`src/rtl/trace_dump.sv`:
```
// -----------------------------------------------------------------------------
// trace_dump
//   After a capture completes, streams one channel's DEPTH-sample circular
//   trace out of capture RAM to the UART transmitter. The oldest sample
//   (trace_end+1) goes first and the newest (trace_end) goes last.
//
// Optional feature (compile-time macro DUMP_HDR_EN):
//   When defined, a header byte {6'b101010, ch_sel} is sent through the same
//   trmt/tx_done handshake before the first sample (HDR state).
//
// Ports:
//   clk          system clock
//   rst          synchronous active-high reset
//   dump         single-cycle request to start a dump (ignored while busy)
//   ch_sel[1:0]  channel to dump: 0=CH1, 1=CH2, 2=CH3, 3=reserved (ignored)
//   trace_end    address of the last sample written by capture
//   dump_abort   terminate the current dump (goes to FIN, pulses dump_fin)
//   raddr        RAM read address shared by all channels
//   ren[2:0]     one-hot per-channel RAM read enable
//   rdata1..3    RAM read data, valid one cycle after ren
//   tx_data      byte presented to the UART
//   trmt         single-cycle transmit strobe
//   tx_done      UART finished the current byte
//   busy         dump in progress (every state except IDLE)
//   dump_fin     single-cycle completion pulse
// -----------------------------------------------------------------------------
module trace_dump #(
  parameter int DEPTH = 512,
  parameter int AW    = 9,
  parameter int DW    = 8
) (
  input  logic          clk,
  input  logic          rst,
  input  logic          dump,
  input  logic [1:0]    ch_sel,
  input  logic [AW-1:0] trace_end,
  input  logic          dump_abort,
  output logic [AW-1:0] raddr,
  output logic [2:0]    ren,
  input  logic [DW-1:0] rdata1,
  input  logic [DW-1:0] rdata2,
  input  logic [DW-1:0] rdata3,
  output logic [DW-1:0] tx_data,
  output logic          trmt,
  input  logic          tx_done,
  output logic          busy,
  output logic          dump_fin
);

  localparam logic [2:0] S_IDLE = 3'd0;
  localparam logic [2:0] S_RD   = 3'd1;
  localparam logic [2:0] S_LAT  = 3'd2;
  localparam logic [2:0] S_WAIT = 3'd3;
  localparam logic [2:0] S_FIN  = 3'd4;
`ifdef DUMP_HDR_EN
  localparam logic [2:0] S_HDR  = 3'd5;
`endif

  localparam logic [AW:0] CNT_FULL = (AW+1)'(DEPTH);

  logic [2:0]  state_r;
  logic [1:0]  ch_r;
  logic [AW:0] cnt_r;

  // Channel code to one-hot RAM enable; the reserved code enables nothing.
  function automatic logic [2:0] ch_onehot(input logic [1:0] ch);
    case (ch)
      2'd0:    ch_onehot = 3'b001;
      2'd1:    ch_onehot = 3'b010;
      2'd2:    ch_onehot = 3'b100;
      default: ch_onehot = 3'b000;
    endcase
  endfunction

  // Pick the read data of the latched channel.
  function automatic logic [DW-1:0] ch_rdata(input logic [1:0]    ch,
                                             input logic [DW-1:0] d1,
                                             input logic [DW-1:0] d2,
                                             input logic [DW-1:0] d3);
    case (ch)
      2'd0:    ch_rdata = d1;
      2'd1:    ch_rdata = d2;
      2'd2:    ch_rdata = d3;
      default: ch_rdata = {DW{1'b0}};
    endcase
  endfunction

  // Dump sequencer: every output is registered. ren/trmt/dump_fin default
  // low so each is a one-cycle pulse set on entry to the state that owns it.
  always_ff @(posedge clk) begin
    if (rst) begin
      state_r  <= S_IDLE;
      ch_r     <= 2'd0;
      cnt_r    <= '0;
      raddr    <= '0;
      ren      <= 3'b000;
      tx_data  <= '0;
      trmt     <= 1'b0;
      busy     <= 1'b0;
      dump_fin <= 1'b0;
    end else begin
      ren      <= 3'b000;
      trmt     <= 1'b0;
      dump_fin <= 1'b0;
      case (state_r)
        S_IDLE: begin
          if (dump && (ch_sel != 2'd3)) begin
            ch_r  <= ch_sel;
            raddr <= trace_end + AW'(1);   // oldest sample, wraps modulo DEPTH
            cnt_r <= '0;
            busy  <= 1'b1;
`ifdef DUMP_HDR_EN
            tx_data <= DW'({6'b101010, ch_sel});
            trmt    <= 1'b1;
            state_r <= S_HDR;
`else
            ren     <= ch_onehot(ch_sel);
            state_r <= S_RD;
`endif
          end else begin
            busy    <= 1'b0;
            state_r <= S_IDLE;
          end
        end
`ifdef DUMP_HDR_EN
        S_HDR: begin
          if (dump_abort) begin
            dump_fin <= 1'b1;
            state_r  <= S_FIN;
          end else if (tx_done) begin
            ren     <= ch_onehot(ch_r);
            state_r <= S_RD;
          end else begin
            state_r <= S_HDR;
          end
        end
`endif
        S_RD: begin
          // ren is already high for this cycle; the RAM answers during LAT
          if (dump_abort) begin
            dump_fin <= 1'b1;
            state_r  <= S_FIN;
          end else begin
            state_r <= S_LAT;
          end
        end
        S_LAT: begin
          if (dump_abort) begin
            dump_fin <= 1'b1;
            state_r  <= S_FIN;
          end else begin
            tx_data <= ch_rdata(ch_r, rdata1, rdata2, rdata3);
            trmt    <= 1'b1;
            raddr   <= raddr + AW'(1);
            cnt_r   <= cnt_r + (AW+1)'(1);
            state_r <= S_WAIT;
          end
        end
        S_WAIT: begin
          // abort wins over a coincident tx_done
          if (dump_abort) begin
            dump_fin <= 1'b1;
            state_r  <= S_FIN;
          end else if (tx_done) begin
            if (cnt_r == CNT_FULL) begin
              dump_fin <= 1'b1;
              state_r  <= S_FIN;
            end else begin
              ren     <= ch_onehot(ch_r);
              state_r <= S_RD;
            end
          end else begin
            state_r <= S_WAIT;
          end
        end
        S_FIN: begin
          busy    <= 1'b0;
          state_r <= S_IDLE;
        end
        default: begin
          busy    <= 1'b0;
          state_r <= S_IDLE;
        end
      endcase
    end
  end

endmodule

```
`config.mk`:
```
export PLATFORM = sky130hd
export DESIGN_NAME = trace_dump
export DESIGN_NICKNAME = d
export VERILOG_FILES = /design/src/rtl/trace_dump.sv
export SDC_FILE = /design/constraint.sdc
export NUM_CORES = 1
export LEC_CHECK = 0
export BUFFER_PORTS_ARGS = -buffer_cell sky130_fd_sc_hd__buf_2
export CORE_AREA = 2 2 86 80
export CTS_CLUSTER_DIAMETER = 120
export CTS_CLUSTER_SIZE = 30
export DETAILED_ROUTE_END_ITERATION = 8
export DIE_AREA = 0 0 88 82
export GPL_ROUTABILITY_DRIVEN = 0
export PLACE_DENSITY = 0.56
export SKIP_LAST_GASP = 1
export SLEW_MARGIN = 20
export SYNTH_ARGS = -nofsm -noshare
export SYNTH_HDL_FRONTEND = slang
export SYNTH_SLANG_ARGS = --single-unit
```
`constraint.sdc`:
```
create_clock -name clk -period 2.77 [get_ports clk]
set_clock_uncertainty 0.15 [all_clocks]
set_input_delay 0.277 -clock clk [delete_from_list [all_inputs] [get_ports clk]]
set_output_delay 0.277 -clock clk [all_outputs]
set_load 0.05 [all_outputs]
```
==> flow_metrics.py, run 1 <==
metrics = {
    "sta": {
        "slew_viol_final": 0,
        "tightest_slew_ns": 0.615,
        "hold_violations": 0,
        "fmax_mhz": 418,
        "grt_setup_unrepaired": "false",
        "slew_headroom_pct": 58.9,
        "final.period_utilization_pct": 86.4,
        "final-setup-viol-count": 0,
        "min_period_ns": 2.39,
        "tns_ns": 0,
    },
    "min_path": {
        "hold_end": "raddr[8]$_SDFFE_PP0P_",
        "min_from": "trace_end[8]",
        "worst_hold_path.num_cells": 3,
        "holdCritPathClass": "input port to register",
    },
    "routing": {
        "firstDrtPassIters": 4,
        "vias": 2153,
        "finalWirelength_um": 5740,
        "avgViaCountPerCell": 5.04,
        "drc": 0,
        "drtIter0Drc": 100,
        "antenna_left": 0,
        "wl_per_cell_um": 13.4,
    },
    "synthesis": {
        "ys_warn_count": 0,
        "synth_cells": 276,
        "ys_async_sr_fraction_pct": 0,
        "synthDistinctLibCells": 46,
        "syn-num-nets": 319,
        "ys.flop_type": "dfxtp_1",
        "syn_avg_cell_area_um2": 7.75,
        "seq_area_frac_synth_pct": 35.6,
        "synth_edf_count": 0,
        "netlist_area_um2": 2140,
        "ys_seq_elements": 38,
    },
    "clocking": {
        "path_clk_slew_ns": 0.08,
        "htree_levels": 2,
        "cts_hold_buf": 0,
        "cts.sinks": 38,
        "root_buffer": "clkbuf_8",
        "cts_buffer_depth": 2,
        "cts_buffers": 5,
        "cts_tree": "built",
        "ctsResizeCount": 0,
        "clkLatencyLatePin_ns": 0.29,
        "post_cts_buffers": 0,
    },
    "critical_path": {
        "r2r_slack_ns": 0.38,
        "crit_path_max_incr_delay_ns": 0.59,
        "path_common_cell": "nand2_1",
        "critPathBufInv": 0,
        "worstSetupStartpointType": "register",
        "crit_chain": "or3b_2 -> nand2_1 -> nand2_1 -> ha_1 -> nand3_1 -> nor3_1 -> a41oi_1 -> nand4_1 -> o211ai_1",
        "rr_worst_depth": 9,
        "path_class": "register to register",
        "reg2reg_from": "state_r[1]$_SDFF_PP0_",
        "worstPathRequired_ns": 2.84,
        "arrival_ns": 2.46,
        "path_max_fanout": 10,
        "crit_family": "simple AND/OR/NAND/NOR gates",
        "cpMaxStageDelayCell": "or3b_2",
        "cp-end-kind": "register",
        "reg2reg_to": "raddr[8]$_SDFFE_PP0P_",
    },
    "die": {
        "initial_core_util_pct": 33.7,
        "io_pins": 63,
        "core_um2": 6340,
        "die_h_um": 82,
        "dieWidth_um": 88,
        "rows": 28,
        "dieArea_um2": 7220,
    },
    "global_route": {
        "grt_pass1_wl_um": 9010,
        "grt_max_degree": 25,
        "grt_pass1_vias": 1840,
        "antenna_found_initial": 0,
        "grt_overflow": 0,
        "grtUsageTotal_pct": 15.9,
    },
    "layout": {
        "layout.nets": 379,
        "area_growth_pct": 22.7,
        "fin_util_pct": 41.4,
        "fillCellCount": 679,
        "layout-drive-gt1-share_pct": 24.6,
        "n_antenna_cell": 0,
    },
    "power_and_ir_drop": {
        "p_per_area_nw_per_um2": 473,
        "p_total_mw": 1.24,
        "power.leakage_nw": 1.08,
        "peakVddDrop_mv": 0.215,
    },
    "run_status": {
        "status": "complete, no violations",
    },
    "placed_design": {
        "portBuffers": 62,
        "dp_hpwl_um": 4200,
    },
    "flow_run": {
        "cap_violations": 0,
    },
}
## worst min-delay path, cell delays in order
cell      delay, ns
buf_2          0.09
nand4_1        0.07
o211ai_1       0.09
## layout by cell type, fill, tap and decap left out, types with 2 or more instances in the layout
cell,netlist,layout
buf_2,2,62
nor2_1,39,39
dfxtp_1,38,38
nand2_1,37,37
a21oi_1,26,26
nand3_1,15,15
o21ai_0,9,9
nor3_1,9,9
a211oi_1,9,9
mux2i_1,8,8
and3_1,7,7
xor2_1,6,6
clkbuf_8,0,6
buf_4,0,6
inv_1,5,5
nand4_1,5,5
and2_1,4,4
xnor2_1,3,3
ha_1,3,3
nor3b_1,2,2
or3b_2,2,2
nor4b_1,2,2
and4_1,2,2
o221ai_1,2,2
o32ai_1,2,2
mux2_2,2,2
o21ai_1,2,2
nor2b_1,2,2
a41oi_1,2,2
o211ai_1,2,2
a22oi_1,2,2
## stage by stage
stage | std cells | area, µm² | hold slack [ns] | setup slack [ns]
after global routing | 427 | 2630 | 0.150 | 0.188
after global placement | 419 | 2530 | 0.334 | 0.480
after floorplan | 276 | 2140 | 0.204 | 0.347
after CTS | 427 | 2630 | 0.120 | 0.385
after detailed placement | 419 | 2530 | 0.341 | 0.417
final | 427 | 2630 | 0.125 | 0.375
## sequential cells by signal (all words and copies together) (netlist names)
signal	flops
tx_data	8
raddr	9
state_r	3
ch_r	2
ren	3
cnt_r	10
trmt	1
dump_fin	1
busy	1
## cell type report
class | instances | area (µm²) | area share [%]
inverters | 5 | 18.8 | 0.715
clock inverters | 1 | 5.00 | 0.191
multi-input cells | 218 | 1290 | 49.0
clock buffers | 7 | 86.3 | 3.29
well taps | 90 | 113 | 4.29
repair buffers | 68 | 355 | 13.5
flip-flops and latches | 38 | 761 | 29.0
## worst max-delay path by stage
| stage | start | end | depth (start not counted) |
|---|---|---|---|
| detailed placement | state_r[1]$_SDFF_PP0_ | raddr[8]$_SDFFE_PP0P_ | 9 |
| floorplan | state_r[2]$_SDFF_PP0_ | raddr[4]$_SDFFE_PP0P_ | 10 |
| global route | state_r[1]$_SDFF_PP0_ | raddr[8]$_SDFFE_PP0P_ | 9 |
| finish | state_r[1]$_SDFF_PP0_ | raddr[8]$_SDFFE_PP0P_ | 9 |
| CTS | state_r[1]$_SDFF_PP0_ | raddr[8]$_SDFFE_PP0P_ | 9 |
| global placement | state_r[1]$_SDFF_PP0_ | raddr[8]$_SDFFE_PP0P_ | 9 |
## cell families (layout without fill, tap and decap cells)
logic type / after synthesis / count (layout) / share of synthesized area, %
muxes: 10 / 10 / 4.80
AOI/OAI and AO/OA: 61 / 61 / 18.1
adders and majority gates: 3 / 3 / 1.75
xor gates and xnor gates: 9 / 9 / 3.68
and+or+nand+nor: 135 / 135 / 31.8
DFF: 38 / 38 / 35.6
buffers and inverters: 20 / 81 / 4.33
## routing by layer
layer / vias to the layer above / track usage (%) / wire [µm] / share of wire (%)
li1: 1106 / - / - / -
met3: 9 / 3.32 / 362 / 6.3
met5: - / 0 / 0 / 0
met1: 977 / 23.6 / 2780 / 48
met2: 61 / 23.0 / 2530 / 44
met4: 0 / 4.31 / 70 / 1.2
## power by group
part	total, mW	internal, mW	switching, mW
clock	0.398	0.201	0.197
sequential	0.590	0.566	0.0241
combinational	0.253	0.0864	0.167
total	1.24	0.853	0.388
## synth_stat cells (3+ instances only)
cell type | number | share of area [%]
ha_1 | 3 | 1.8
and2_1 | 4 | 1.2
clkbuf_1 | 10 | 1.8
and3_1 | 7 | 2.0
a21oi_1 | 26 | 6.1
o21ai_0 | 9 | 2.1
a211oi_1 | 9 | 3.2
nor2_1 | 39 | 6.8
nor3_1 | 9 | 2.1
xnor2_1 | 3 | 1.2
inv_1 | 5 | 0.88
dfxtp_1 | 38 | 36
mux2i_1 | 8 | 3.7
nand3_1 | 15 | 3.5
nand2_1 | 37 | 6.5
xor2_1 | 6 | 2.5
nand4_1 | 5 | 1.5
Power figures use the tool's default switching activity.
==> run 2, diff against run 1 <==
PLACE_DENSITY = 0.58   (was 0.56)
clock period = 2 ns   (was 2.77 ns; I/O delays follow)
==> run 2 against run 1 <==
Sequential share of layout area is 2.1 points lower. Total power up 50%. Sequential cell count unchanged. Final cell count up 5.2%. Sequential power is 38% higher. Critical path depth down 2. Global-route usage grew 0.71 points. Die area stayed put. Register-to-register slack worse by 0.33 ns. Clock-buffer cell count is the same. Maximum frequency grew 23%. Worst setup slack lost 0.33 ns. Largest cell class unchanged.
==> flow_metrics.py, run 2 (same netlist as run 1, synthesis figures left out) <==
metrics = {
    "run_status": {
        "status": "complete, no violations",
    },
    "sta": {
        "min_period_ns": 1.95,
        "final.period_utilization_pct": 97.5,
        "final-setup-viol-count": 0,
        "grt_setup_unrepaired": "true",
        "tns_ns": 0,
        "fmax_mhz": 513,
        "slew_viol_final": 0,
        "slew_headroom_pct": 59.1,
        "fin_ws_ns": 0.0493,
        "hold_violations": 0,
        "tightest_slew_ns": 0.612,
    },
    "global_route": {
        "grt_max_degree": 18,
        "grt_pass1_wl_um": 9430,
        "grtUsageTotal_pct": 16.6,
        "antenna_found_initial": 0,
        "grt_overflow": 0,
        "grt_pass1_vias": 2007,
    },
    "layout": {
        "final_cell_mix": "buf_2, nor2_1, dfxtp_1, nand2_1",
        "regMostFlops": "cnt_r",
        "fin_cells": 449,
        "layout.nets": 401,
        "fillCellCount": 637,
        "n_antenna_cell": 0,
        "largest_register_ffs": 10,
        "layout-drive-gt1-share_pct": 32.6,
        "fin_util_pct": 45.4,
        "regArea_um2": 773,
        "fin_area_um2": 2880,
        "area_growth_pct": 34.5,
        "mostFrequentLayoutCell": "buf_2",
        "multi_input_area_um2": 1340,
        "reg_top3": "cnt_r: 10 flops, raddr: 9 flops, tx_data: 8 flops",
    },
    "critical_path": {
        "arrival_ns": 1.98,
        "worstSetupStartpointType": "register",
        "cpMaxStageDelayCell": "or3b_4",
        "path_common_cell": "nand2_2",
        "path_class": "register to register",
        "path_max_fanout": 7,
        "worstPathRequired_ns": 2.03,
        "crit_chain": "or3b_4 -> nand2_2 -> nand2_2 -> ha_4 -> buf_6 -> o2111a_1 -> a311o_1",
        "crit_path_max_incr_delay_ns": 0.43,
        "cp-end-kind": "register",
    },
    "routing": {
        "drc": 0,
        "vias": 2255,
        "wl_per_cell_um": 13.4,
        "firstDrtPassIters": 4,
        "drtIter0Drc": 158,
        "antenna_left": 0,
        "finalWirelength_um": 6020,
        "avgViaCountPerCell": 5.02,
    },
    "clocking": {
        "clkLatencyLatePin_ns": 0.29,
        "path_clk_slew_ns": 0.08,
        "cts_buffer_depth": 2,
        "cts_hold_buf": 0,
        "root_buffer": "clkbuf_8",
        "cts.sinks": 38,
        "cts_tree": "built",
        "htree_levels": 2,
        "cts_buffers": 5,
    },
    "min_path": {
        "holdCritPathClass": "input port to register",
    },
    "die": {
        "initial_core_util_pct": 33.7,
        "rows": 28,
        "io_pins": 63,
        "die_h_um": 82,
        "core_um2": 6340,
        "dieWidth_um": 88,
        "dieArea_um2": 7220,
    },
    "placed_design": {
        "dp_slack_ns": -0.0236,
        "placedCellCount": 436,
        "dp_hpwl_um": 4410,
        "placed_area_um2": 2680,
        "portBuffers": 62,
    },
    "power_and_ir_drop": {
        "power.leakage_nw": 1.21,
        "p_per_area_nw_per_um2": 648,
        "peakVddDrop_mv": 0.250,
    },
    "flow_run": {
        "cap_violations": 0,
    },
}
[run 2: cell count changes in the layout (fill, tap and decap cells not counted), moves of 3 or more]
cell / delta
dfxtp_4: +3
nand2_1: -4
buf_4: +20
dfxtp_1: -4
nand2_2: +4
[run 2: critical path, delay by kind of cell (launching register included)]
family | cells | cell delay [ns]
AOI/OAI and AO/OA | 2 | 0.42
adders and majority gates | 1 | 0.19
buffers and inverters | 1 | 0.13
DFF | 1 | 0.38
and+or+nand+nor | 3 | 0.58
[run 2: worst paths after layout]
path                                start                 endpoint  slack [ns]  depth (start not counted)
setup / recovery    state_r[0]$_SDFF_PP0_    raddr[4]$_SDFFE_PP0P_        0.05                          7
hold / removal               trace_end[8]    raddr[8]$_SDFFE_PP0P_        0.03                          3
setup reg to reg    state_r[0]$_SDFF_PP0_    raddr[4]$_SDFFE_PP0P_        0.05                          7
hold reg to reg   tx_data[7]$_SDFFE_PP0P_  tx_data[7]$_SDFFE_PP0P_        0.35                          2
[run 2: through the flow]
step,hold WS [ns],power [mW]
after detailed placement,0.340,1.22
after floorplan,0.127,1.08
after global routing,0.0609,1.96
final,0.0347,1.86
after CTS,0.0483,1.86
after global placement,0.335,1.22
[run 2: cell type report]
cell class | count | area share [%]
clock inverter | 1 | 1.04
tap | 90 | 3.91
multi-input combinational | 218 | 46.5
sequential | 38 | 26.9
inverter | 5 | 0.652
timing repair buffer | 90 | 18.3
clock buffer | 7 | 2.65
[run 2: repair_timing]
action | 4_1_cts | 5_1_grt
endpoints found under the setup margin | 2 | 17
gates resized for setup | 2 | 16
gates cloned | 0 | 0
setup buffers | 0 | 5
pin swaps | 0 | 8
[run 2: report_power, final]
group	leakage (nW)	switching [mW]	internal [mW]
Combinational	0.842	0.247	0.163
Sequential	0.311	0.0327	0.782
Clock	0.0524	0.266	0.373
[run 2: per-layer routing]
layer	vias up	track usage, %	part of all wire, %
met5	-	0	0
met4	0	5.38	1.0
met3	5	3.22	4.5
met2	68	25.9	46
met1	1027	23.0	49
li1	1155	-	-
==> run 3, diff against run 2 <==
CELL_PAD_IN_SITES_DETAIL_PLACEMENT = 1   (was unset)
CELL_PAD_IN_SITES_GLOBAL_PLACEMENT = 1   (was unset)
CORE_AREA = 2 2 88 82   (was 2 2 86 80)
DIE_AREA = 0 0 90 84   (was 0 0 88 82)
PLACE_DENSITY = 0.74   (was 0.58)
==> run 3 against run 2 <==
Utilization is 2.3 points lower. Clock-buffer cell count is 1 lower. Global-route usage is 2.0 points higher. Cell area is 0.96% higher. Critical path type unchanged.
==> flow_metrics.py, run 3 (same netlist as run 1, synthesis figures left out) <==
metrics = {
    "layout": {
        "final_cell_mix": "buf_2, nor2_1, dfxtp_1, nand2_1, buf_4",
        "layout.nets": 400,
        "fillCellCount": 883,
        "largest_register_ffs": 10,
        "mostFrequentLayoutCell": "buf_2",
        "fin_util_pct": 43.0,
        "fin_area_um2": 2910,
        "regMostFlops": "cnt_r",
        "area_growth_pct": 35.8,
        "reg_top3": "cnt_r: 10 flops, raddr: 9 flops, tx_data: 8 flops",
        "layout-drive-gt1-share_pct": 34.1,
        "n_antenna_cell": 0,
    },
    "die": {
        "io_pins": 63,
        "dieArea_um2": 7560,
        "rows": 29,
        "initial_core_util_pct": 31.7,
        "die_h_um": 84,
        "dieWidth_um": 90,
        "core_um2": 6750,
    },
    "clocking": {
        "htree_levels": 2,
        "cts.sinks": 38,
        "root_buffer": "clkbuf_8",
        "cts_buffer_depth": 2,
        "path_clk_slew_ns": 0.08,
        "cts_tree": "built",
        "cts_hold_buf": 0,
        "cts_buffers": 5,
        "clkLatencyLatePin_ns": 0.30,
    },
    "sta": {
        "final-setup-viol-count": 0,
        "min_period_ns": 1.97,
        "tightest_slew_ns": 0.634,
        "final.period_utilization_pct": 98.6,
        "slew_viol_final": 0,
        "fin_ws_ns": 0.0285,
        "grt_setup_unrepaired": "true",
        "hold_violations": 0,
        "tns_ns": 0,
        "slew_headroom_pct": 57.6,
        "fmax_mhz": 507,
    },
    "routing": {
        "wl_per_cell_um": 15.1,
        "antenna_left": 0,
        "finalWirelength_um": 6810,
        "vias": 2309,
        "met3_wirelength_um": 321,
        "met2WireLength_um": 3350,
        "drtIter0Drc": 58,
        "firstDrtPassIters": 4,
        "drc": 0,
        "avgViaCountPerCell": 5.12,
        "met1_length_um": 3040,
        "highest_layer": "met4",
    },
    "placed_design": {
        "dp_hpwl_um": 5070,
        "portBuffers": 62,
        "placed_area_um2": 2670,
        "dp_slack_ns": -0.155,
    },
    "global_route": {
        "antenna_found_initial": 0,
        "grt_pass1_vias": 2439,
        "grt_pass1_wl_um": 11400,
        "grt_max_degree": 21,
        "grtUsageTotal_pct": 18.6,
        "grt_overflow": 0,
    },
    "critical_path": {
        "r2r_slack_ns": 0.03,
        "cp-end-kind": "register",
        "arrival_ns": 2.01,
        "worstPathRequired_ns": 2.04,
        "reg2reg_to": "cnt_r[9]$_SDFFE_PP0P_",
        "path_max_fanout": 7,
        "rr_worst_depth": 6,
        "reg2reg_from": "state_r[1]$_SDFF_PP0_",
        "path_class": "register to register",
        "worstSetupStartpointType": "register",
    },
    "run_status": {
        "status": "complete, no violations",
    },
    "min_path": {
        "worst_hold_path.num_cells": 3,
        "holdCritPathClass": "input port to register",
        "min_from": "trace_end[8]",
        "hold_end": "raddr[8]$_SDFFE_PP0P_",
    },
    "power_and_ir_drop": {
        "peakVddDrop_mv": 0.311,
        "power.leakage_nw": 1.22,
        "p_per_area_nw_per_um2": 622,
    },
    "flow_run": {
        "cap_violations": 0,
    },
}
[run 3: cell count changes in the layout (fill, tap and decap cells not counted), sizes merged]
| cell | before | now |
|---|---|---|
| bufinv | 1 | 0 |
| clkbuf | 7 | 6 |
| buf | 90 | 89 |
| clkinvlp | 0 | 1 |
| clkinv | 0 | 1 |
[run 3: repair_timing]
action / 4_1_cts / 5_1_grt
gates resized for setup: 10 / 13
setup buffers: 4 / 1
pin swaps: 9 / 5
endpoints found under the setup margin: 5 / 15
[run 3: where the power goes]
group | internal, mW | switching [mW]
logic | 0.164 | 0.259
registers | 0.782 | 0.0331
clock network | 0.277 | 0.293
total | 1.22 | 0.585
[run 3: worst max path at each step]
stage | end | slack (ns) | cells past startpoint | startpoint
6_report | cnt_r[9]$_SDFFE_PP0P_ | 0.03 | 6 | state_r[1]$_SDFF_PP0_
3_3_place_gp | raddr[6]$_SDFFE_PP0P_ | -0.00009 | 8 | state_r[0]$_SDFF_PP0_
2_1_floorplan | raddr[8]$_SDFFE_PP0P_ | -0.12 | 12 | state_r[2]$_SDFF_PP0_
5_1_grt | cnt_r[9]$_SDFFE_PP0P_ | -0.05 | 6 | state_r[1]$_SDFF_PP0_
4_1_cts | raddr[6]$_SDFFE_PP0P_ | -0.03 | 8 | state_r[0]$_SDFF_PP0_
3_5_place_dp | raddr[6]$_SDFFE_PP0P_ | -0.16 | 8 | state_r[0]$_SDFF_PP0_
[run 3: metal layers]
| metal | GRT usage, % | up-vias |
|---|---|---|
| li1 | - | 1149 |
| met1 | 21.4 | 1108 |
| met2 | 32.7 | 45 |
| met3 | 5.33 | 7 |
| met4 | 6.99 | 0 |
| met5 | 0 | - |
[run 3: layout make-up]
cell class / instances / area (µm²) / share of cell area, %
tap: 93 / 116 / 4.01
inverter: 5 / 18.8 / 0.646
timing repair buffer: 89 / 517 / 17.8
clock buffer: 6 / 82.6 / 2.84
clock inverter: 2 / 12.5 / 0.431
multi-input combinational: 218 / 1390 / 47.7
sequential: 38 / 773 / 26.6
[run 3: critical path, cell delays in order (launching register included)]
cell and delay [ns]:
dfxtp_4 0.37, or4b_4 0.57, o21ai_4 0.27, buf_6 0.16, nand4_1 0.11, xor2_1 0.16
nor2_1 0.06
[run 3: stage by stage]
step                      cells  hold slack, ns  power (mW)
after floorplan             276           0.127        1.08
after global placement      438           0.334        1.22
after detailed placement    438           0.342        1.22
after CTS                   450          0.0412        1.82
after global routing        451          0.0544        1.90
final                       451          0.0463        1.81
